===== src/rtl/digit_counter_bank.sv =====
// digit_counter_bank
// Multi-digit up/down counter with a per-digit step request, a single-cycle
// combinational carry/borrow ripple, optional saturation, a loadable
// per-digit limit register, a synchronous clear, a registered full-counter
// wrap pulse and a combinational at-limit flag.
module digit_counter_bank #(
    parameter int DIGITS = 4,
    parameter int RADIX  = 10
) (
    input  logic                  clk,
    input  logic                  reset,
    input  logic [DIGITS-1:0]     inc,
    input  logic                  up_down_sel,
    input  logic                  carry_en,
    input  logic                  limit_en,
    input  logic                  sat_en,
    input  logic                  limit_load,
    input  logic                  clear,
    output logic [4*DIGITS-1:0]   cnt_out,
    output logic [4*DIGITS-1:0]   limit_out,
    output logic                  wrap_out,
    output logic                  at_limit
);

    localparam int              W           = 4 * DIGITS;
    localparam logic [3:0]      TOP_DIGIT   = 4'(RADIX - 1);
    localparam logic [W-1:0]    LIMIT_RESET = {DIGITS{TOP_DIGIT}};

    // Unsupported radix or digit count must stop elaboration.
    if (RADIX < 2 || RADIX > 16) begin : g_radix_check
        $error("digit_counter_bank: RADIX must be in 2..16");
    end
    if (DIGITS < 1 || DIGITS > 8) begin : g_digits_check
        $error("digit_counter_bank: DIGITS must be in 1..8");
    end

    logic [W-1:0] cnt_q;
    logic [W-1:0] limit_q;
    logic         wrap_q;

    logic [W-1:0] cnt_next;
    logic         carry_top;
    logic         all_at_max;

    logic [3:0]   digit;
    logic [3:0]   digit_max;
    logic [3:0]   digit_new;
    logic         step;
    logic         carry;

    // Next count for every digit, rippling carry/borrow from digit 0 upward,
    // plus the at-limit reduction over the registered count and limit.
    always_comb begin
        cnt_next   = cnt_q;
        carry      = 1'b0;
        all_at_max = 1'b1;
        digit      = 4'd0;
        digit_max  = 4'd0;
        digit_new  = 4'd0;
        step       = 1'b0;
        for (int j = 0; j < DIGITS; j++) begin
            digit     = cnt_q[4*j +: 4];
            digit_max = limit_en ? limit_q[4*j +: 4] : TOP_DIGIT;
            step      = inc[j] | (carry_en & carry);
            carry     = 1'b0;
            digit_new = digit;
            if (step) begin
                if (!up_down_sel) begin
                    if (digit >= digit_max) begin
                        if (sat_en) begin
                            digit_new = digit_max;
                        end else begin
                            digit_new = 4'd0;
                            carry     = 1'b1;
                        end
                    end else begin
                        digit_new = digit + 4'd1;
                    end
                end else begin
                    if (digit == 4'd0) begin
                        if (!sat_en) begin
                            digit_new = digit_max;
                            carry     = 1'b1;
                        end
                    end else if (digit > digit_max) begin
                        digit_new = digit_max;
                    end else begin
                        digit_new = digit - 4'd1;
                    end
                end
            end
            cnt_next[4*j +: 4] = digit_new;
            all_at_max = all_at_max & (digit == digit_max);
        end
        carry_top = carry;
    end

    // Count, limit and wrap registers; limit capture sees the old count
    // even when clear or stepping happen in the same cycle.
    always_ff @(posedge clk or posedge reset) begin
        if (reset) begin
            cnt_q   <= '0;
            limit_q <= LIMIT_RESET;
            wrap_q  <= 1'b0;
        end else begin
            if (limit_load) begin
                limit_q <= cnt_q;
            end
            if (clear) begin
                cnt_q  <= '0;
                wrap_q <= 1'b0;
            end else begin
                cnt_q  <= cnt_next;
                wrap_q <= carry_top;
            end
        end
    end

    assign cnt_out   = cnt_q;
    assign limit_out = limit_q;
    assign wrap_out  = wrap_q;
    assign at_limit  = all_at_max;

endmodule


===== config.mk =====
export PLATFORM = sky130hd
export DESIGN_NAME = digit_counter_bank
export DESIGN_NICKNAME = d
export VERILOG_FILES = /design/src/rtl/digit_counter_bank.sv
export SDC_FILE = /design/constraint.sdc
export NUM_CORES = 1
export LEC_CHECK = 0
export BUFFER_PORTS_ARGS = -buffer_cell sky130_fd_sc_hd__buf_2
export CORE_AREA = 2 2 71 90
export CTS_BUF_LIST = sky130_fd_sc_hd__clkbuf_4 sky130_fd_sc_hd__clkbuf_8 sky130_fd_sc_hd__clkbuf_16
export DETAILED_ROUTE_END_ITERATION = 10
export DIE_AREA = 0 0 73 92
export PLACE_DENSITY = 0.76
export SYNTH_ARGS = -nofsm -noshare
export SYNTH_HDL_FRONTEND = slang
export SYNTH_SLANG_ARGS = --single-unit

===== constraint.sdc =====
create_clock -name clk -period 2.6 [get_ports clk]
set_input_delay 0.13 -clock clk [delete_from_list [all_inputs] [get_ports clk]]
set_output_delay 0.13 -clock clk [all_outputs]
set_load 0.02 [all_outputs]

Yosys cells after proc, flatten, opt, wreduce, memory -nomap -nowiden --
Cells that the tools add are included.
Word-level totals: register bits 33, input bits 12, logic and storage cells 102
Operators by class: $add $sub $neg 8, order comparisons 8, equal/unequal tests 8, muxes and demuxes 51, bitwise operators 9, reduce and logical (&&, ||, !) cells 12
Operator list (count):
- $mux W4 | 32
- $mux W1 | 18
- $add A4 B1 Y4 const B | 4
- $eq A4 B4 Y1 | 4
- $ge A4 B4 Y1 | 4
- $gt A4 B4 Y1 | 4
- $logic_not A4 Y1 | 4
- $mux W16 | 1
- $ne A4 B4 Y1 const B | 4
- $sub A4 B1 Y4 const B | 4
- $reduce_and A2 Y1 | 4
- $reduce_bool A2 Y1 | 4
- $and A1 B1 Y1 | 6
- $or A1 B1 Y1 | 3

Depth between registers and ports, before layout --
depth in word-level cells 15, depth in mapped cells 11, depth with buffers taken out 10

Worst setup path after synthesis --
OpenSTA, ideal clock, no wires.
path kind input -> register, from input port limit_en, to register wrap_q, in the netlist wrap_out, arrival 2575 ps, data required time 2506 ps, setup slack -69 ps, stages 10, buffers on the path 2, cells stage by stage clkbuf_1 > buf_1 > nand2_1 > ha_1 > nor2b_1 > o211a_1 > o2111ai_2 > a2111o_1 > a221o_1 > a221oi_2
Between the ends: word-level cells in the longest chain between the ends 15, elaborated cells between the ends (all ways) 27
Ends and longest elaborated chain:
- from (decl) | line 15 | input logic limit_en,
- $mux W4 | line 63 | digit_max = limit_en ? limit_q[4*j +: 4] : TOP_DIGIT;
- $ge A4 B4 Y1 | line 69 | if (digit >= digit_max) begin
- $mux W1 | line 69
- $mux W1 | line 68 | if (!up_down_sel) begin
- $mux W1 | line 67 | if (step) begin
- $and A1 B1 Y1 | line 64 | step = inc[j] | (carry_en & carry);
- $or A1 B1 Y1 | line 64
- $mux W1 | line 67
- $and A1 B1 Y1 | line 64
- $or A1 B1 Y1 | line 64
- $mux W1 | line 67
- $and A1 B1 Y1 | line 64
- $or A1 B1 Y1 | line 64
- $mux W1 * | line 67
- $mux W1 * | line 109 | if (clear) begin
- to (signal assigned) | line 114 | wrap_q <= carry_top;
- to (decl) | line 39 | logic wrap_q;
Mark *: on every way between the ends. The rest lies on a longest branch, timed or not. A chain may end at the register's enable or synchronous reset.

Worst setup path after layout --
from register limit_q[3], in the netlist limit_out[3], to register wrap_q, in the netlist wrap_out
Between the ends: word-level cells in the longest chain between the ends 15
Ends and longest elaborated chain:
- from (decl) | line 38 | logic [W-1:0] limit_q;
- from (signal assigned) | line 107 | limit_q <= cnt_q;
- $mux W4 | line 63
- $ge A4 B4 Y1 | line 69
- $mux W1 | line 69
- $mux W1 | line 68
- $mux W1 | line 67
- $and A1 B1 Y1 | line 64
- $or A1 B1 Y1 | line 64
- $mux W1 | line 67
- $and A1 B1 Y1 | line 64
- $or A1 B1 Y1 | line 64
- $mux W1 | line 67
- $and A1 B1 Y1 | line 64
- $or A1 B1 Y1 | line 64
- $mux W1 | line 67
- $mux W1 | line 109
Every way passes these cells.

==> flow_summary.rst <==
.. list-table::
   :header-rows: 1

   * - Metric
     - Value
   * - Outcome
     - complete, no violations
   * - Kind of cell adding the most delay to the critical path
     - compound AO/OA/AOI/OAI gates
   * - Via count of the first global-routing pass
     - ~3000
   * - GR met3 Demand/Resource
     - 0.04835
   * - Category of the most critical setup path
     - flip-flop to flip-flop
   * - Chip Height
     - 92 um
   * - Final setup vio count
     - 0
   * - Avg Inst Size Synth
     - 8.725 um2
   * - Vias
     - approximately 3000
   * - Routed Antenna Nets
     - 0
   * - Number of diodes
     - 0
   * - Half-perimeter wire length of the detailed placement result
     - 6.130 mm
   * - Distinct cell type count after synthesis
     - 62
   * - Share of layout cells above drive strength 1
     - 0.2978
   * - Sum of internal, switching and leakage power
     - about 2.8 mW
   * - Max IR drop VDD
     - about 0.4 mV
   * - Most used flip-flop cell after synthesis
     - dfrtp_1
   * - Total buffers and inverters traversed by the critical path
     - 0
   * - Relative max-transition margin
     - 0.5652
   * - Detailed router's first-iteration violation count
     - 237
   * - Largest net degree at the start of global routing
     - 34
   * - Reg-to-reg critical path endpoint
     - wrap_out$_DFF_PP0_
   * - Overall track demand over capacity in global routing
     - 0.2606
   * - Max Clock Freq
     - around 0.39 GHz
   * - Largest driver fanout on the critical path
     - 5
   * - Fin Clk Skew
     - around 0.005 ns
   * - Startpoint of the tightest hold check path
     - inc[3]
   * - Largest area contributor in the synthesized netlist
     - dfrtp_1
   * - Overflow after GRT
     - 0
   * - Number of instances in the synthesized netlist
     - approximately 340
   * - Clock Sinks
     - 33
   * - Slowest stage delay, CP
     - 0.55 ns
   * - Path class of the lowest-slack min-delay path
     - primary input to flip-flop
   * - Worst R2R Path Depth
     - 8
   * - Top cell type's share of synthesized area
     - 0.2096
   * - Element type at the critical path start
     - flip-flop
   * - Final count of pins violating max slew
     - 0
   * - Area growth, synth to finish
     - 18.91%
   * - Initial Util
     - 0.5002
   * - Max cap viols
     - 0
   * - Worst R2R Start
     - limit_out[3]$_DFFE_PP1P_
   * - FF+latch count, synth
     - 33
   * - Leakage power
     - approximately 1.7 nW
   * - Std-Cell Rows
     - 32
   * - Clock tree from TritonCTS
     - built
   * - Required time of the critical path
     - 2.79 ns
   * - Final clock period utilization by the worst path
     - 0.9922
   * - Share of flip-flops with an asynchronous set or reset after synthesis
     - 1.000
   * - Clock latency at the later pin of the worst-skew pair
     - 0.28 ns
   * - GRT met2 Usage
     - 0.4212
   * - Drt pass-1 iters
     - 6
   * - Number of design rule violations left after detail routing
     - 0
   * - WL final
     - 8.665 mm
   * - Register-to-register setup slack
     - roughly 0.020 ns
   * - Number of warnings reported in the yosys synthesis log
     - 0
   * - Post-route minimum period
     - 2.580 ns
   * - Post-Synthesis Net Count
     - between 300 and 400
   * - Floorplan die area
     - about 0.0067 mm2
   * - Setup repair after global routing missed its margin
     - true
   * - Mean number of vias per cell
     - ~6.4
   * - Clock tree buffer depth
     - 2
   * - Cell type of the slowest stage on the worst timing path
     - dfstp_2
   * - Horizontal die dimension
     - 73 um
   * - Core Area
     - ~0.0060 mm2
   * - Clock root buffer
     - clkbuf_8
   * - Setup total negative slack
     - 0 ns
   * - Arrival time of the worst setup path
     - ~2.8 ns
   * - Number of top-level pins
     - 46
   * - Layer carrying the most global-route usage
     - met2
   * - Global placement routability congestion
     - about 0.97
   * - Count of cells along the worst hold path
     - 3
   * - Endpoint of the worst hold path
     - wrap_out$_DFF_PP0_
   * - Nets
     - between 400 and 500
   * - Final Hold Violating Endpoints
     - 0
   * - Ordered list of cells on the worst path
     - nor2_1 -> ha_1 -> nand4_1 -> nand2_2 -> o2111ai_4 -> a2111o_1 -> a221o_1 -> a221oi_2
   * - Least-Margin Pin Slew
     - 0.6521 ns
   * - Clock-pin slew reported for the worst setup and hold paths after clock tree synthesis
     - 0.07 ns
   * - Initial antenna violation count
     - 0
   * - Mean routed wirelength per cell
     - around 18 um
   * - Port Buf Inserts
     - between 40 and 50
   * - Mapped cell area
     - 0.002984 mm2
   * - Power density over cell area
     - between 800 and 900 mW/mm2
   * - Number of enable-type register cells in the synthesized netlist
     - 0
   * - Met1 routing resource usage after global routing
     - 0.3206
   * - CTS H-Tree Depth
     - 2
   * - Inserted Clock Buffers
     - 5
   * - Wire length of the first global-routing pass
     - about 14 mm
   * - Largest cells by area after synthesis
     - dfrtp_1 21%, ha_1 10%, mux2_2 7.9%
   * - Critical path endpoint category
     - flip-flop
   * - Seq/Total Area, Yosys
     - 0.2801
how the worst max path moves through the flow:
| stage | from | depth (start not counted) | to | slack, ns |
|---|---|---|---|---|
| 4_1_cts | limit_out[3]$_DFFE_PP1P_ | 8 | wrap_out$_DFF_PP0_ | 0.02 |
| 6_report | limit_out[3]$_DFFE_PP1P_ | 8 | wrap_out$_DFF_PP0_ | 0.02 |
| 5_1_grt | limit_out[1]$_DFFE_PP0P_ | 8 | wrap_out$_DFF_PP0_ | -0.04 |
| 2_1_floorplan | limit_en | 10 | wrap_out$_DFF_PP0_ | 0.03 |
| 3_5_place_dp | limit_en | 11 | wrap_out$_DFF_PP0_ | 0.0003 |
| 3_3_place_gp | limit_out[15]$_DFFE_PP1P_ | 9 | cnt_out[13]$_DFFE_PP0P_ | 0.05 |
timing repair:
| action | 4_1_cts | 5_1_grt |
|---|---|---|
| setup endpoints to repair | 1 | 10 |
| resized for setup | 1 | 7 |
| buffers inserted | 0 | 3 |
| pin swaps | 0 | 6 |
| hold endpoints to repair | 25 | 0 |
| hold buffers | 1 | 0 |
worst min-delay path, delay by kind of cell:
kind                   cells  cell delay (ns)
AO/OA/AOI/OAI              1             0.07
buffers and inverters      2             0.22
registers in the layout (all words and copies together), names as in the netlist:
name	count
cnt_out	16
limit_out	16
wrap_out	1
per-stage QoR:
stage	area, um2	hold slack, ns	util	instances	worst slack [ns]
after global routing	3548	0.1616	0.5948	471	-0.03635
final	3548	0.1652	0.5948	471	0.02026
after global placement	3371	0.2416	0.5650	459	0.05399
after CTS	3482	0.1303	0.5837	468	0.01798
after detailed placement	3371	0.2518	0.5650	459	0.0002847
after floorplan	2985	0.2283	-	342	0.03088
cells in the mapped netlist, drive strengths merged (3+ instances only):
master / number
a21oi: 15
a221o: 4
a31oi: 5
buf: 4
clkbuf: 11
dfrtp: 25
dfstp: 8
ha: 24
inv: 25
mux2: 21
mux2i: 12
nand2: 33
nand2b: 8
nand3: 15
nand4: 5
nor2: 23
nor2b: 6
nor3: 8
nor3b: 3
o2111ai: 6
o211a: 3
o21a: 4
o21ai: 16
o22ai: 3
o32ai: 5
xnor2: 12
cells by family (layout without fill, tap and decap cells):
logic type               count (synthesis)  count (layout)  synth area share
adder cells (fa/ha/maj)                 24              24            0.1006
AND/OR/NAND/NOR                        113             113            0.1920
buffers and inverters                   40             101           0.05367
AO/OA/AOI/OAI                           86              86            0.2159
multiplexers                            33              33            0.1195
flip-flops                              33              33            0.2801
XOR/XNOR                                13              13           0.03816
layer usage:
metal  up-vias  share of wire  wire length [um]
met5         -              0                 0
met4         0          0.034               297
met3        34          0.064               554
met2       149           0.49              4248
met1      1439           0.41              3565
li1       1391              -                 -
report_power, final:
part           internal [mW]  switching [mW]
combinational          0.718           0.951
clock                  0.237           0.198
sequential             0.629           0.115
total                   1.58            1.27
area by class of cell:
type                    count  area [um2]
clock buffers               8       97.59
fillers                   530        2417
inverters                  25       93.84
multi-input cells         269        2036
flip-flops and latches     33       835.8
well taps                  68       85.08
repair buffers             68       400.4
cells in the final DEF (no fill, tap or decap), drive strengths merged, types with 12 or more instances in the layout:
cell	n
o21ai	16
dfrtp	25
ha	24
buf	67
xnor2	12
inv	25
nand2	33
a21oi	15
nand3	15
mux2	21
nor2	23
mux2i	12
(Power assumes the default switching activity.)
